$ cat src/rtl/dma_pkg.sv
// Shared types for the 8237A-compatible DMA controller:
// cycle states, channel modes and transfer types.
package dma_pkg;

   typedef enum logic [2:0] {
      ST_SI,
      ST_S0,
      ST_S1,
      ST_S2,
      ST_S3,
      ST_S4
   } dma_state_e;

   typedef enum logic [1:0] {
      MODE_DEMAND = 2'b00,
      MODE_SINGLE = 2'b01,
      MODE_BLOCK  = 2'b10,
      MODE_RSVD   = 2'b11
   } dma_mode_e;

   typedef enum logic [1:0] {
      XF_VERIFY  = 2'b00,
      XF_WRITE   = 2'b01,
      XF_READ    = 2'b10,
      XF_ILLEGAL = 2'b11
   } dma_xfer_e;

endpackage

$ cat src/rtl/dma_timing_control.sv
// 8237A transfer-cycle sequencer: hold handshake, SI..S4
// bus cycle, strobe decode and TC/EOP termination.
module dma_timing_control
   import dma_pkg::*;
(
   input  logic       Clock,
   input  logic       ResetN,
   input  logic       ValidReqID,
   input  logic [1:0] ReqID,
   input  logic       Hlda,
   input  logic       Ready,
   input  logic       DreqActive,
   input  logic [1:0] Mode,
   input  logic [1:0] XferType,
   input  logic       TcIn,
   input  logic       AddrCarry,
   input  logic       EopInN,
   output logic       Hrq,
   output logic       Aen,
   output logic       Adstb,
   output logic       MemRdN,
   output logic       MemWrN,
   output logic       IorN,
   output logic       IowN,
   output logic       EopOutN,
   output logic       UpdateAddr,
   output logic [1:0] Channel,
   output logic       TcDone
);

   dma_state_e state, state_nxt;
   dma_mode_e  mode;
   dma_xfer_e  xfer;
   logic       eop_seen;
   logic       end_c;
   logic       rd_act, wr_act;
   logic [1:0] channel_q;

   assign mode    = dma_mode_e'(Mode);
   assign xfer    = dma_xfer_e'(XferType);
   assign Channel = channel_q;

   always_ff @(posedge Clock or negedge ResetN) begin
      if (!ResetN) begin
         state     <= ST_SI;
         channel_q <= 2'b00;
         eop_seen  <= 1'b0;
      end else begin
         state <= state_nxt;
         if (state == ST_SI && ValidReqID)
            channel_q <= ReqID;
         // external EOP seen mid-word ends the service at S4
         if ((state == ST_S2 || state == ST_S3) &&
             !EopInN && Hlda)
            eop_seen <= 1'b1;
         else if (state == ST_S4 || state == ST_SI)
            eop_seen <= 1'b0;
      end
   end

   assign end_c = TcIn | ~EopInN | eop_seen;

   always_comb begin
      state_nxt  = state;
      UpdateAddr = 1'b0;
      TcDone     = 1'b0;
      EopOutN    = 1'b1;
      unique case (state)
         ST_SI: if (ValidReqID) state_nxt = ST_S0;
         ST_S0: if (Hlda) state_nxt = ST_S1;
         ST_S1: state_nxt = Hlda ? ST_S2 : ST_SI;
         ST_S2: state_nxt = Hlda ? ST_S3 : ST_SI;
         ST_S3: begin
            if (!Hlda)
               state_nxt = ST_SI;
            else if (Ready)
               state_nxt = ST_S4;
         end
         ST_S4: begin
            if (!Hlda) begin
               state_nxt = ST_SI;
            end else begin
               UpdateAddr = 1'b1;
               if (end_c) begin
                  TcDone    = 1'b1;
                  EopOutN   = ~TcIn;
                  state_nxt = ST_SI;
               end else begin
                  unique case (mode)
                     MODE_BLOCK:
                        state_nxt = AddrCarry ? ST_S1 : ST_S2;
                     MODE_DEMAND:
                        state_nxt = !DreqActive ? ST_SI :
                                    AddrCarry   ? ST_S1 : ST_S2;
                     MODE_SINGLE,
                     MODE_RSVD:
                        state_nxt = ST_SI;
                  endcase
               end
            end
         end
         default: state_nxt = ST_SI;
      endcase
   end

   assign rd_act = (state == ST_S2) || (state == ST_S3);
   assign wr_act = (state == ST_S3);

   always_comb begin
      Hrq    = (state != ST_SI);
      Aen    = (state == ST_S1) || (state == ST_S2) ||
               (state == ST_S3) || (state == ST_S4);
      Adstb  = (state == ST_S1);
      IorN   = !(rd_act && xfer == XF_WRITE);
      MemRdN = !(rd_act && xfer == XF_READ);
      MemWrN = !(wr_act && xfer == XF_WRITE);
      IowN   = !(wr_act && xfer == XF_READ);
   end

endmodule

$ cat config.mk
export PLATFORM = sky130hd
export DESIGN_NAME = dma_timing_control
export DESIGN_NICKNAME = d
export VERILOG_FILES = /design/src/rtl/dma_pkg.sv /design/src/rtl/dma_timing_control.sv
export SDC_FILE = /design/constraint.sdc
export NUM_CORES = 1
export LEC_CHECK = 0
export BUFFER_PORTS_ARGS = -buffer_cell sky130_fd_sc_hd__buf_2
export CORE_AREA = 10 10 47 49
export CTS_CLUSTER_SIZE = 16
export DETAILED_ROUTE_END_ITERATION = 6
export DIE_AREA = 0 0 57 59
export PLACE_DENSITY = 0.68
export SLEW_MARGIN = 20
export SYNTH_ARGS = -nofsm -noshare
export SYNTH_HDL_FRONTEND = slang
export SYNTH_SLANG_ARGS = --single-unit
$ cat constraint.sdc
create_clock -name Clock -period 1.9 [get_ports Clock]
set_input_delay 0.095 -clock Clock [delete_from_list [all_inputs] [get_ports Clock]]
set_output_delay 0.095 -clock Clock [all_outputs]
set_load 0.01 [all_outputs]
==> flow_summary.rst <==
.. list-table::
   :header-rows: 1

   * - Metric
     - Value
   * - Result of the run
     - finished clean
   * - Number of gates resized after cts
     - 0
   * - Cell types with the largest area share after synthesis
     - sky130_fd_sc_hd__dfrtp_1, sky130_fd_sc_hd__nor2b_1, sky130_fd_sc_hd__mux2_1
   * - Library cell used as clock root buffer
     - sky130_fd_sc_hd__clkbuf_4
   * - Sort of element at the start of the critical path
     - flip-flop
   * - Yosys warning count
     - 0
   * - CP max stage delay
     - 0.56 ns
   * - Average cell area after synthesis
     - 9.34 um^2
   * - Maxcap violations
     - 0
   * - Filler cells
     - 148
   * - Count of mapped cells out of synthesis
     - 52
   * - Buffer depth of the longest clock path
     - 2
   * - Total chip power
     - 769 uW
   * - Syn nets
     - 67
   * - Routed WL
     - 1.23 mm
   * - Number of buffers created by CTS
     - 3
   * - Power density over the cells
     - 1180 nW/um^2
   * - LEAKAGE
     - 0.000312 uW
   * - Fraction of layout cells with a size suffix above 1
     - 46.3%
   * - Setup repair after global routing missed its margin
     - false
   * - Vert. Die Dim
     - 59 um
   * - Endpoint of the worst hold path
     - Channel[1]
   * - Most frequent cells in the layout
     - sky130_fd_sc_hd__buf_2, sky130_fd_sc_hd__dfrtp_1, sky130_fd_sc_hd__nand2_1
   * - Final sum of negative setup slack
     - 0 ns
   * - Count of buffers inserted at the top-level ports
     - 26
   * - Critical R2R Launch
     - state[0]
   * - H-tree depth
     - 1
   * - Endpoint of the worst-slack reg-to-reg timing path
     - Channel[0]
   * - Netlist cell types
     - 32
   * - Largest net degree at the start of global routing
     - 14
   * - Final number of hold-violating endpoints
     - 0
   * - Flop and latch count out of synthesis
     - 6
   * - Vias/cell
     - 5.01
   * - Data arrival time of the critical path
     - 1.45 ns
   * - Cell count of the worst hold path
     - 2
   * - HPWL reported at the end of detailed placement
     - 1.04 mm
   * - Share of Yosys cell area claimed by the top area cell type
     - 30.9%
   * - Endpoint required time on the critical path
     - 1.80 ns
   * - Violation count after the first detailed-route iteration
     - 3
   * - Worst slew margin
     - 74.9%
   * - Worst Setup End Kind
     - output pin
   * - Portion of the clock cycle consumed by the worst path in the final layout
     - 81.4%
   * - Switching share of power
     - 39.4%
   * - Finish-stage setup viols
     - 0
   * - Maximum vdd drop
     - 0.505 mV
   * - Core ar.
     - 1400 um^2
   * - Grt ovf
     - 0
   * - Count of flip-flops with a built-in enable after synthesis
     - 0
   * - Remaining antenna violation count
     - 0
   * - Cell type of the slowest stage on the worst timing path
     - sky130_fd_sc_hd__dfrtp_1
   * - Tmin final
     - 1.55 ns
   * - Number of rows created at floorplan
     - 14
   * - Worst Max-Slew Pin Slew
     - 0.377 ns
   * - Most common library cell in the layout ignoring fill and taps
     - sky130_fd_sc_hd__buf_2
   * - Post-detailed-route wirelength per cell
     - 12.8 um
   * - Diodes inserted
     - 0
   * - Largest clock skew in the final design
     - 0.00468 ns
   * - Wire length of the first global-routing pass
     - 2.15 mm
   * - Overall die area
     - 3360 um^2
   * - Placed standard-cell area
     - 617 um^2
   * - Clock edge transition at the registers on the reported setup and hold paths
     - 0.04 ns
   * - TritonCTS clock tree
     - yes
   * - Area of all placed cells without fillers
     - 649 um^2
   * - Type of the worst setup path
     - flip-flop to output pin
   * - Number of antenna violations at the first check in global routing
     - 0
   * - NumNets Final
     - 97
   * - Final RePlAce weighted congestion
     - 0.789
   * - Logic gate share of total power
     - 50.6%
   * - Clock latency at the later pin of the worst-skew pair
     - 0.24 ns
   * - Sw Pwr
     - 303 uW
   * - Tightest Hold Check Type
     - primary input to flip-flop
   * - Max Clock Freq
     - 647 MHz
   * - Hold slack final
     - 0.0739 ns
   * - R2R Setup Slk
     - 0.42 ns
   * - Number of sinks handled by clock tree synthesis
     - 6
   * - Share of total power in the clock network
     - 14.6%
   * - DRC violations left
     - 0
   * - Final max-slew violation count
     - 0
   * - Initial standard-cell utilization of the core
     - 34.6%
   * - Global-route total usage across every layer
     - 7.74%
   * - Critical Path, Cell by Cell
     - nor3b_2, a21o_1, nand2_1, buf_2
   * - Via count
     - 481
   * - Number of global-route vias before repair
     - 516
   * - Crit Path Max Fanout
     - 13
   * - Final core area utilization
     - 46.3%
   * - Area of the mapped netlist
     - 485 um^2
   * - Cell-internal power
     - 467 uW
   * - Cell taking the most area after synthesis
     - sky130_fd_sc_hd__dfrtp_1
   * - Count of pins on the block boundary
     - 27
   * - Pre-Repair DR Iteration Count
     - 2
   * - Async S/R FF share, synth
     - 100%
   * - Sequential area share after synthesis
     - 30.9%
   * - Logic depth of the worst register-to-register path
     - 3
   * - Die W
     - 57 um
   * - Synth-to-layout area growth
     - 33.8%
   * - Launch instance of the worst min-delay path
     - ReqID[1]
   * - Predominant post-synthesis flop cell
     - sky130_fd_sc_hd__dfrtp_1
   * - Fraction of power consumed by sequential logic
     - 34.8%
sequential cells by signal, indices dropped and copies added, names as in the netlist:
signal / count
state: 3
eop_seen: 1
Channel: 2
cell families after synthesis:
kind of cell	synth area share, %
AND/OR/NAND/NOR	36.9
AO/OA/AOI/OAI	18.8
flip-flops	30.9
buffers and inverters	6.96
multiplexers	4.64
XOR/XNOR	1.80
power groups by stage:
stage	Clock [uW]	Combinational [uW]	Sequential (uW)
finish	112	389	268
global route	130	430	280
CTS	119	396	268
detailed placement	0	394	269
global placement	0	393	264
floorplan	0	329	227
final cells by class:
| class | instances | area [um^2] | area share, % |
|---|---|---|---|
| Clock buffer | 3 | 22.5 | 3.47 |
| Inverter | 2 | 7.51 | 1.16 |
| Multi-Input combinational cell | 41 | 302 | 46.4 |
| Sequential cell | 6 | 150 | 23.1 |
| Tap cell | 16 | 20.0 | 3.08 |
| Timing Repair Buffer | 28 | 148 | 22.7 |
routing by layer:
| layer | vias to the layer above | track usage (%) | wire length [um] |
|---|---|---|---|
| met5 | - | 0 | 0 |
| met4 | 0 | 5.03 | 19 |
| met3 | 2 | 2.15 | 53 |
| met2 | 17 | 13.5 | 624 |
| met1 | 218 | 7.98 | 530 |
| li1 | 244 | - | - |
timing repair:
item,in CTS,in global routing
hold buffers,1,0
endpoints found under the hold margin,6,0
setup buffers,0,0
worst max-delay path: cells and delay by family, from the launching register on:
| family | cells | cell delay [ns] |
|---|---|---|
| flops | 1 | 0.56 |
| buf+inv | 1 | 0.13 |
| compound gates | 1 | 0.16 |
| simple gates | 2 | 0.36 |
stage by stage:
stage	std cells	worst slack [ns]
after detailed placement	92	0.425
final	96	0.354
after CTS	96	0.333
after floorplan	52	0.537
after global placement	92	0.451
after global routing	96	0.165
worst max path at each step:
stage / start / end / slack [ns]
6_report: state[2] / IorN / 0.35
5_1_grt: state[2] / MemRdN / 0.17
4_1_cts: state[2] / IorN / 0.33
3_5_place_dp: state[0] / Channel[0] / 0.42
3_3_place_gp: state[0] / Channel[1] / 0.45
2_1_floorplan: state[1] / Channel[0] / 0.54
cells in the mapped netlist (2+ instances only):
| cell | number |
|---|---|
| sky130_fd_sc_hd__nor2_1 | 2 |
| sky130_fd_sc_hd__nor2b_1 | 5 |
| sky130_fd_sc_hd__mux2_1 | 2 |
| sky130_fd_sc_hd__nand2_1 | 6 |
| sky130_fd_sc_hd__nor3b_1 | 3 |
| sky130_fd_sc_hd__inv_1 | 2 |
| sky130_fd_sc_hd__dfrtp_1 | 6 |
| sky130_fd_sc_hd__and2_1 | 2 |
Note: power is estimated with default switching activity, not from simulation.
